<file path="src/rtl/serial_fsm_ctrl.sv">
// Word-level sequencer for the 3-bit serial next-state/output core.
// A word is shifted LSB-first through the core and the Moore output counts are returned.
module serial_fsm_ctrl #(
  parameter int unsigned WIDTH = 8,
  parameter int unsigned CNT_W = 4
) (
  input  logic             clk,
  input  logic             rst,
  input  logic             in_valid,
  output logic             in_ready,
  input  logic [WIDTH-1:0] in_data,
  input  logic             in_restart,
  output logic             out_valid,
  input  logic             out_ready,
  output logic [CNT_W-1:0] y1_count,
  output logic [CNT_W-1:0] y0_count,
  output logic [2:0]       out_state
);

  localparam int unsigned IDX_W = $clog2(WIDTH);

  localparam logic [1:0] ST_IDLE = 2'd0;
  localparam logic [1:0] ST_RUN  = 2'd1;
  localparam logic [1:0] ST_DONE = 2'd2;

  logic [1:0]       state_q, state_d;
  logic [WIDTH-1:0] shift_q, shift_d;
  logic [IDX_W-1:0] idx_q, idx_d;
  logic [2:0]       s_q, s_d;
  logic [CNT_W-1:0] y1_cnt_q, y1_cnt_d;
  logic [CNT_W-1:0] y0_cnt_q, y0_cnt_d;
  logic             in_ready_q, out_valid_q;

  // Serial core: next state from (s, x), Moore outputs from s alone.
  logic       x;
  logic [2:0] n;
  logic       y1, y0;

  always_comb begin
    x    = shift_q[0];
    n[2] = (s_q[2] & ~s_q[0]) | (s_q[1] & ~s_q[0] & ~x);
    n[1] = (~x & (s_q[0] | s_q[2])) | (s_q[1] & ~s_q[0] & x);
    n[0] = x;
    y1   = s_q[0] & (s_q[2] ^ s_q[1]);
    y0   = s_q[1] & s_q[0];
  end

  always_comb begin
    state_d  = state_q;
    shift_d  = shift_q;
    idx_d    = idx_q;
    s_d      = s_q;
    y1_cnt_d = y1_cnt_q;
    y0_cnt_d = y0_cnt_q;
    case (state_q)
      ST_IDLE: begin
        if (in_valid) begin
          shift_d  = in_data;
          idx_d    = '0;
          y1_cnt_d = '0;
          y0_cnt_d = '0;
          if (in_restart) s_d = '0;
          state_d  = ST_RUN;
        end
      end
      ST_RUN: begin
        // Counts never exceed WIDTH, which CNT_W is sized to hold.
        y1_cnt_d = y1_cnt_q + CNT_W'(y1);
        y0_cnt_d = y0_cnt_q + CNT_W'(y0);
        s_d      = n;
        shift_d  = shift_q >> 1;
        idx_d    = idx_q + IDX_W'(1);
        if (idx_q == IDX_W'(WIDTH - 1)) state_d = ST_DONE;
      end
      ST_DONE: begin
        if (out_ready) state_d = ST_IDLE;
      end
      default: state_d = ST_IDLE;
    endcase
  end

  always_ff @(posedge clk) begin
    if (rst) begin
      state_q     <= ST_IDLE;
      shift_q     <= '0;
      idx_q       <= '0;
      s_q         <= '0;
      y1_cnt_q    <= '0;
      y0_cnt_q    <= '0;
      in_ready_q  <= 1'b1;
      out_valid_q <= 1'b0;
    end else begin
      state_q     <= state_d;
      shift_q     <= shift_d;
      idx_q       <= idx_d;
      s_q         <= s_d;
      y1_cnt_q    <= y1_cnt_d;
      y0_cnt_q    <= y0_cnt_d;
      // Handshake flags are flopped from the next state so no input reaches them combinationally.
      in_ready_q  <= (state_d == ST_IDLE);
      out_valid_q <= (state_d == ST_DONE);
    end
  end

  assign in_ready  = in_ready_q;
  assign out_valid = out_valid_q;
  assign y1_count  = y1_cnt_q;
  assign y0_count  = y0_cnt_q;
  assign out_state = s_q;

endmodule

</file>
<file path="config.mk">
export PLATFORM = sky130hd
export DESIGN_NAME = serial_fsm_ctrl
export DESIGN_NICKNAME = d
export VERILOG_FILES = /design/src/rtl/serial_fsm_ctrl.sv
export SDC_FILE = /design/constraint.sdc
export NUM_CORES = 1
export LEC_CHECK = 0
export BUFFER_PORTS_ARGS = -buffer_cell sky130_fd_sc_hd__buf_2
export CORE_ASPECT_RATIO = 0.8
export CORE_MARGIN = 4
export CORE_UTILIZATION = 52
export DETAILED_ROUTE_END_ITERATION = 16
export GPL_TIMING_DRIVEN = 1
export HOLD_SLACK_MARGIN = 0.05
export PLACE_DENSITY = 0.85
export SETUP_SLACK_MARGIN = 0.2
export SYNTH_ARGS = -nofsm -noshare
export SYNTH_HDL_FRONTEND = slang
export SYNTH_SLANG_ARGS = --single-unit
</file>
<file path="constraint.sdc">
create_clock -name clk -period 1.9 [get_ports clk]
set_input_delay 0.095 -clock clk [delete_from_list [all_inputs] [get_ports clk]]
set_output_delay 0.095 -clock clk [all_outputs]
set_load 0.03 [all_outputs]
</file>
# Word level (Yosys, flattened, before mapping)
# Index checks and enable logic that the tools add are counted.
word_totals:
  register_bits: 26
  input_bits: 13
  out_inout_bits: 13
  word_cells: 49
classes:
  n_addsub: 3
  eq_ne: 6
  n_mux: 14
  bitwise_logic: 13
  n_reduce_logical: 5
ops:
  columns: ["cell", "count"]
  rows:
  - ["$pmux W4 S2", 2]
  - ["$pmux W8 S2", 1]
  - ["$pmux W3 S2", 2]
  - ["$mux W3", 3]
  - ["$add A4 B1 Y4", 2]
  - ["$mux W8", 1]
  - ["$and A1 B1 Y1", 7]
  - ["$mux W2", 3]
  - ["$pmux W2 S3", 1]
  - ["$eq A2 B2 Y1 const B", 2]
  - ["$logic_not A2 Y1", 2]
  - ["$mux W4", 1]
  - ["$ne A2 B2 Y1 const B", 2]
  - ["$add A3 B1 Y3 const B", 1]
  - ["$eq A3 B3 Y1 const B", 1]
  - ["$or A1 B1 Y1", 3]
  - ["$reduce_and A3 Y1", 1]
  - ["$eq A2 B1 Y1 const B", 1]
  - ["$not A1 Y1", 2]
  - ["$reduce_and A2 Y1", 1]
  - ["$reduce_bool A2 Y1", 1]
  - ["$xor A1 B1 Y1", 1]

# Logic depth before layout (Yosys ltp)
logic_depth:
  word_depth: 5
  depth_mapped: 7
  depth_no_buf: 7

# Worst setup path after synthesis
# OpenSTA, ideal clock, no wires.
synth_path:
  path_type: "flip-flop to flip-flop"
  startpoint: "register s_q[1], in the netlist out_state[1]"
  endpoint: "register y1_cnt_q[2], in the netlist y1_count[2]"
  setup_ns: 0.132
  t_arrival_ns: 1.520
  required_ns: 1.768
  setup_slack_ns: 0.248
  stages_incl_launch_ff: 8
  path_buffers: 0
  period_less_slack_ns: 1.652
  path_cell_list: "dfxtp_1 > xor2_1 > and2_1 > ha_1 > ha_1 > nor3b_1 > o21ai_0 > a21oi_1"
synth_via:
  elab_chain_len: 4
synth_rtl:
  columns: ["item", "line_no", "rtl"]
  rows:
  - ["from (decl)", "29", "logic [2:0] s_q, s_d;"]
  - ["from (signal assigned)", "87", "s_q <= '0;"]
  - ["from (signal assigned)", "96", "s_q <= s_d;"]
  - ["$xor A1 B1 Y1", "44", "y1 = s_q[0] & (s_q[2] ^ s_q[1]);"]
  - ["$and A1 B1 Y1", "44", null]
  - ["$add A4 B1 Y4", "68", "y1_cnt_d = y1_cnt_q + CNT_W'(y1);"]
  - ["$pmux W4 S2", "55", "case (state_q)"]
  - ["to (signal assigned)", "97", "y1_cnt_q <= y1_cnt_d;"]
  - ["to (decl)", "30", "logic [CNT_W-1:0] y1_cnt_q, y1_cnt_d;"]
# No other way between the ends.
# A chain may end at the register's enable or synchronous reset.

# Worst setup path in the final report
layout_path:
  startpoint: "register s_q[2], in the netlist out_state[2]"
  endpoint: "register y1_cnt_q[2], in the netlist y1_count[2]"
# The elaborated chain is that of the path after synthesis.

==> results <==
- The library cells used most frequently in the layout, excluding fill and tap cells, are sky130_fd_sc_hd__buf_2, sky130_fd_sc_hd__dfxtp_1, sky130_fd_sc_hd__nor2_1.
- Leaving out fill and tap cells, the most frequent cell in the layout is sky130_fd_sc_hd__buf_2.
- The number of synthesis warnings is 0.
- The startpoint identified for the worst register-to-register timing path is out_state[2].
- The worst register-to-register path has a depth of 7.
- The run finished with clean final reports.
- The worst setup path is captured at a register.
- The required time at the endpoint of the critical path is 2.12 ns.
- In the synthesized netlist the dominant register cell turns out to be sky130_fd_sc_hd__dfxtp_1.
- Tracing the worst setup path back leads to its startpoint at out_state[2].
- The worst-margin pin slew is 0.499 ns.
- The maximum fanout along the worst path is 4.
- The library cell used as clock root buffer is sky130_fd_sc_hd__clkbuf_4.
- The critical path ends at y1_count[2].
- In this run the power spent charging and discharging nets is 0.000264 W.
- The final-report hold violation count is 0.
- Setup violations remaining at the end of the flow were counted as 0.
- The routed layout has 1,063 vias.
- The endpoint of the worst-slack reg-to-reg timing path is y1_count[2].
- In this run the tool buffered the top-level ports with 25 buffer cells.
- At the later pin of the worst-skew pair, clock insertion delay measures 0.33 ns.
- The final weighted congestion of routability-driven global placement is 0.786.
- At the worst endpoint, the arrival time is 1.80 ns.
- The number of slew-limit violations in the final report came to 0.
- The number of enable flip-flop cells after synthesis is 0.
- The sequential cell fraction of total power is 0.535.
- The longest clock path from root to sink contains 2 buffers.
- Across every metal layer, demand over resource in global routing totals 0.174.
- The initial antenna violation count is 0.
- The post-synthesis average cell area is 9.44 µm².
- Once layout is complete, the utilization of the core stands at 0.642.
- The number of global-route vias before repair came to 1,015.
- The worst hold-check path type is in -> reg.
- The final critical path time including I/O delays and setup is 1.58 ns.
- The final layout contains 174 nets.
- The accumulated negative setup slack is 0 ns.
- The cell area after synthesis is 1230 µm².
- The number of clock buffers added by TritonCTS is 3.
- The DRC violation count after routing is 0.
- Of the total power, the clock network draws 0.353.
- The biggest area contributor in the post-synthesis netlist is sky130_fd_sc_hd__dfxtp_1.
- Across the routed clock network, the largest skew measured is 0.0125 ns.
- The growth of design area from synthesis to finish is 14.9%.
- The TritonCTS clock tree is done.
- The internal power is 0.000834 W.
- After global routing the overflow that remains totals 0.
- The effective utilization at floorplan is 0.559.
- The number of placement rows is 15.
- Dividing the final minimum period by the clock period gives 0.829.
- The async set or reset register ratio after synthesis is 0.
- The detail-routed net length per standard cell is 14.3 µm.
- From bottom edge to top edge, the die measures 51.5 µm.
- Headroom to the max-slew limit came out at 0.667.
- The power density relative to cell area is 778 nW/µm².
- The final wirelength is 2.56 mm.
- Synthesis produced 130 cells.
- The die covers 3210 µm².
- The worst voltage drop across the vdd grid is 603 µV.
- The fraction of power spent switching nets is 0.240.
- CTS saw 26 sinks.
- Sorting the synthesized cells by area gives the leading types as sky130_fd_sc_hd__dfxtp_1, sky130_fd_sc_hd__nor2_1, sky130_fd_sc_hd__ha_1.
- The pre-antenna-repair detailed-routing pass consisted of 5 iterations.
- The share of total power dissipated in combinational logic is 0.112.
- The horizontal die dimension is 62.3 µm.
- Across the run, the number of max-cap violations was 0.
- The number of nets with antenna violations after routing is 0.
- The flop-to-flop setup slack is 0.32 ns.
- The post-DP HPWL is 1.84 mm.
- Counting every net in the synthesized netlist gives 149.
- The number of primary I/O pins is 26.
- Setup repair after global routing left no endpoint under its margin.
- The unique cell type count in the Yosys netlist is 40.
- The fraction of layout instances using a drive strength above 1 is 0.253.
- CTS built an H-tree with a depth of 1.
- Entering global routing, the biggest net connects 27 pins.
- The total setup buffers inserted after CTS is 0.
- The launching element type of the critical path is a register.
- The area inside the core boundary is 2200 µm².
- The post-CTS clock slew at the launch and capture registers of the worst setup and hold paths is 0.15 ns.
- The analysis attributes to cell leakage a power of 0.627 nW.
- The setup path with the least slack is of type reg -> reg.
- The detailed router finished its first iteration with 17 violations.
- The top-area cell type share of the netlist area is 0.424.
- Derived from the worst setup path, the maximum achievable clock frequency is 635 MHz.
- The register bit total from synthesis is 26.
- On the final layout, the worst hold slack is 0.0806 ns.
- Of the synthesized area, sequential elements account for 0.424.
- The wire length of the first global-routing pass is 4.45 mm.
- The antenna diode count is 0.
- The number of vias per cell after detailed routing is 5.94.
==> cell families (layout without fill, tap and decap cells) <==
group / count (synthesis) / after routing / share of synthesized area
xor+xnor: 1 / 1 / 0.00714
flops: 26 / 26 / 0.424
mux: 1 / 1 / 0.00816
compound gates: 36 / 36 / 0.231
simple gates: 49 / 49 / 0.212
fa+ha+maj: 6 / 6 / 0.0612
buf+inv: 11 / 35 / 0.0561
==> repair_timing <==
| item | CTS | global route |
|---|---|---|
| setup endpoints to repair | 0 | 1 |
| hold buffers | 1 | 0 |
| resized for setup | 0 | 2 |
| endpoints found under the hold margin | 2 | 0 |
==> per-layer routing <==
layer / vias up / share of wire / global-route usage / wire length [µm]
li1: 521 / - / - / -
met1: 503 / 0.45 / 0.210 / 1150
met2: 32 / 0.48 / 0.300 / 1240
met3: 7 / 0.055 / 0.0462 / 140
met4: 0 / 0.015 / 0.0601 / 39
met5: - / 0 / 0 / 0
==> state kept, by name, indices dropped and copies added, names as in the netlist <==
signal	cells
shift_q	8
out_state	3
y1_count	4
state_q	2
out_valid	1
idx_q	3
y0_count	4
in_ready	1
==> synth_stat cells, drive strengths merged, types with 2 or more instances <==
master   count
buf          7
nand3        4
and2         2
o22ai        3
nor3b        2
ha           6
nand2b       3
a211oi       8
a31oi        2
a21oi        4
or3          2
nand2        4
o2bb2ai      4
nor2b        2
dfxtp       26
clkbuf       2
nor2        23
o21ai        2
a22oi        6
==> final cells by class <==
cell class | instances | area [µm²]
Fill cell | 184 | 786
Tap cell | 25 | 31.3
Clock inverter | 1 | 30.0
Clock buffer | 3 | 22.5
Multi-Input combinational cell | 93 | 638
Sequential cell | 26 | 523
Timing Repair Buffer | 29 | 158
Inverter | 2 | 7.51
==> worst max-delay path: stages, from the launching register on <==
cell and delay [ns]:
sky130_fd_sc_hd__dfxtp_2 0.37, sky130_fd_sc_hd__xor2_1 0.17, sky130_fd_sc_hd__and2_1 0.17, sky130_fd_sc_hd__ha_1 0.20
sky130_fd_sc_hd__ha_1 0.19, sky130_fd_sc_hd__nor3b_1 0.13, sky130_fd_sc_hd__o21ai_0 0.16, sky130_fd_sc_hd__a21oi_1 0.08
==> through the flow <==
step,cell area (µm²),total power (W),std cells,setup slack [ns]
4_1_cts,1410,0.00110,179,0.295
5_1_grt,1410,0.00114,179,0.242
6_report,1410,0.00110,179,0.324
3_5_place_dp,1350,0.000720,174,0.338
2_1_floorplan,1230,0.000690,130,0.248
3_3_place_gp,1350,0.000714,174,0.389
==> power groups by stage <==
| stage | logic (W) | registers (W) | clock network, W |
|---|---|---|---|
| after floorplan | 0.0000932 | 0.000597 | 0 |
| after global placement | 0.000117 | 0.000598 | 0 |
| after detailed placement | 0.000121 | 0.000599 | 0 |
| after CTS | 0.000124 | 0.000587 | 0.000392 |
| after global routing | 0.000139 | 0.000590 | 0.000415 |
| final | 0.000123 | 0.000587 | 0.000388 |
==> how the worst min path moves through the flow <==
stage	startpoint	to	slack (ns)	cells past startpoint
6_report	in_data[7]	shift_q[7]	0.08	3
4_1_cts	in_data[5]	shift_q[5]	0.08	3
5_1_grt	in_data[5]	shift_q[5]	0.09	3
3_5_place_dp	in_data[7]	shift_q[7]	0.41	3
3_3_place_gp	in_data[7]	shift_q[7]	0.37	3
2_1_floorplan	in_data[7]	shift_q[7]	0.27	2
(Power assumes the default switching activity.)
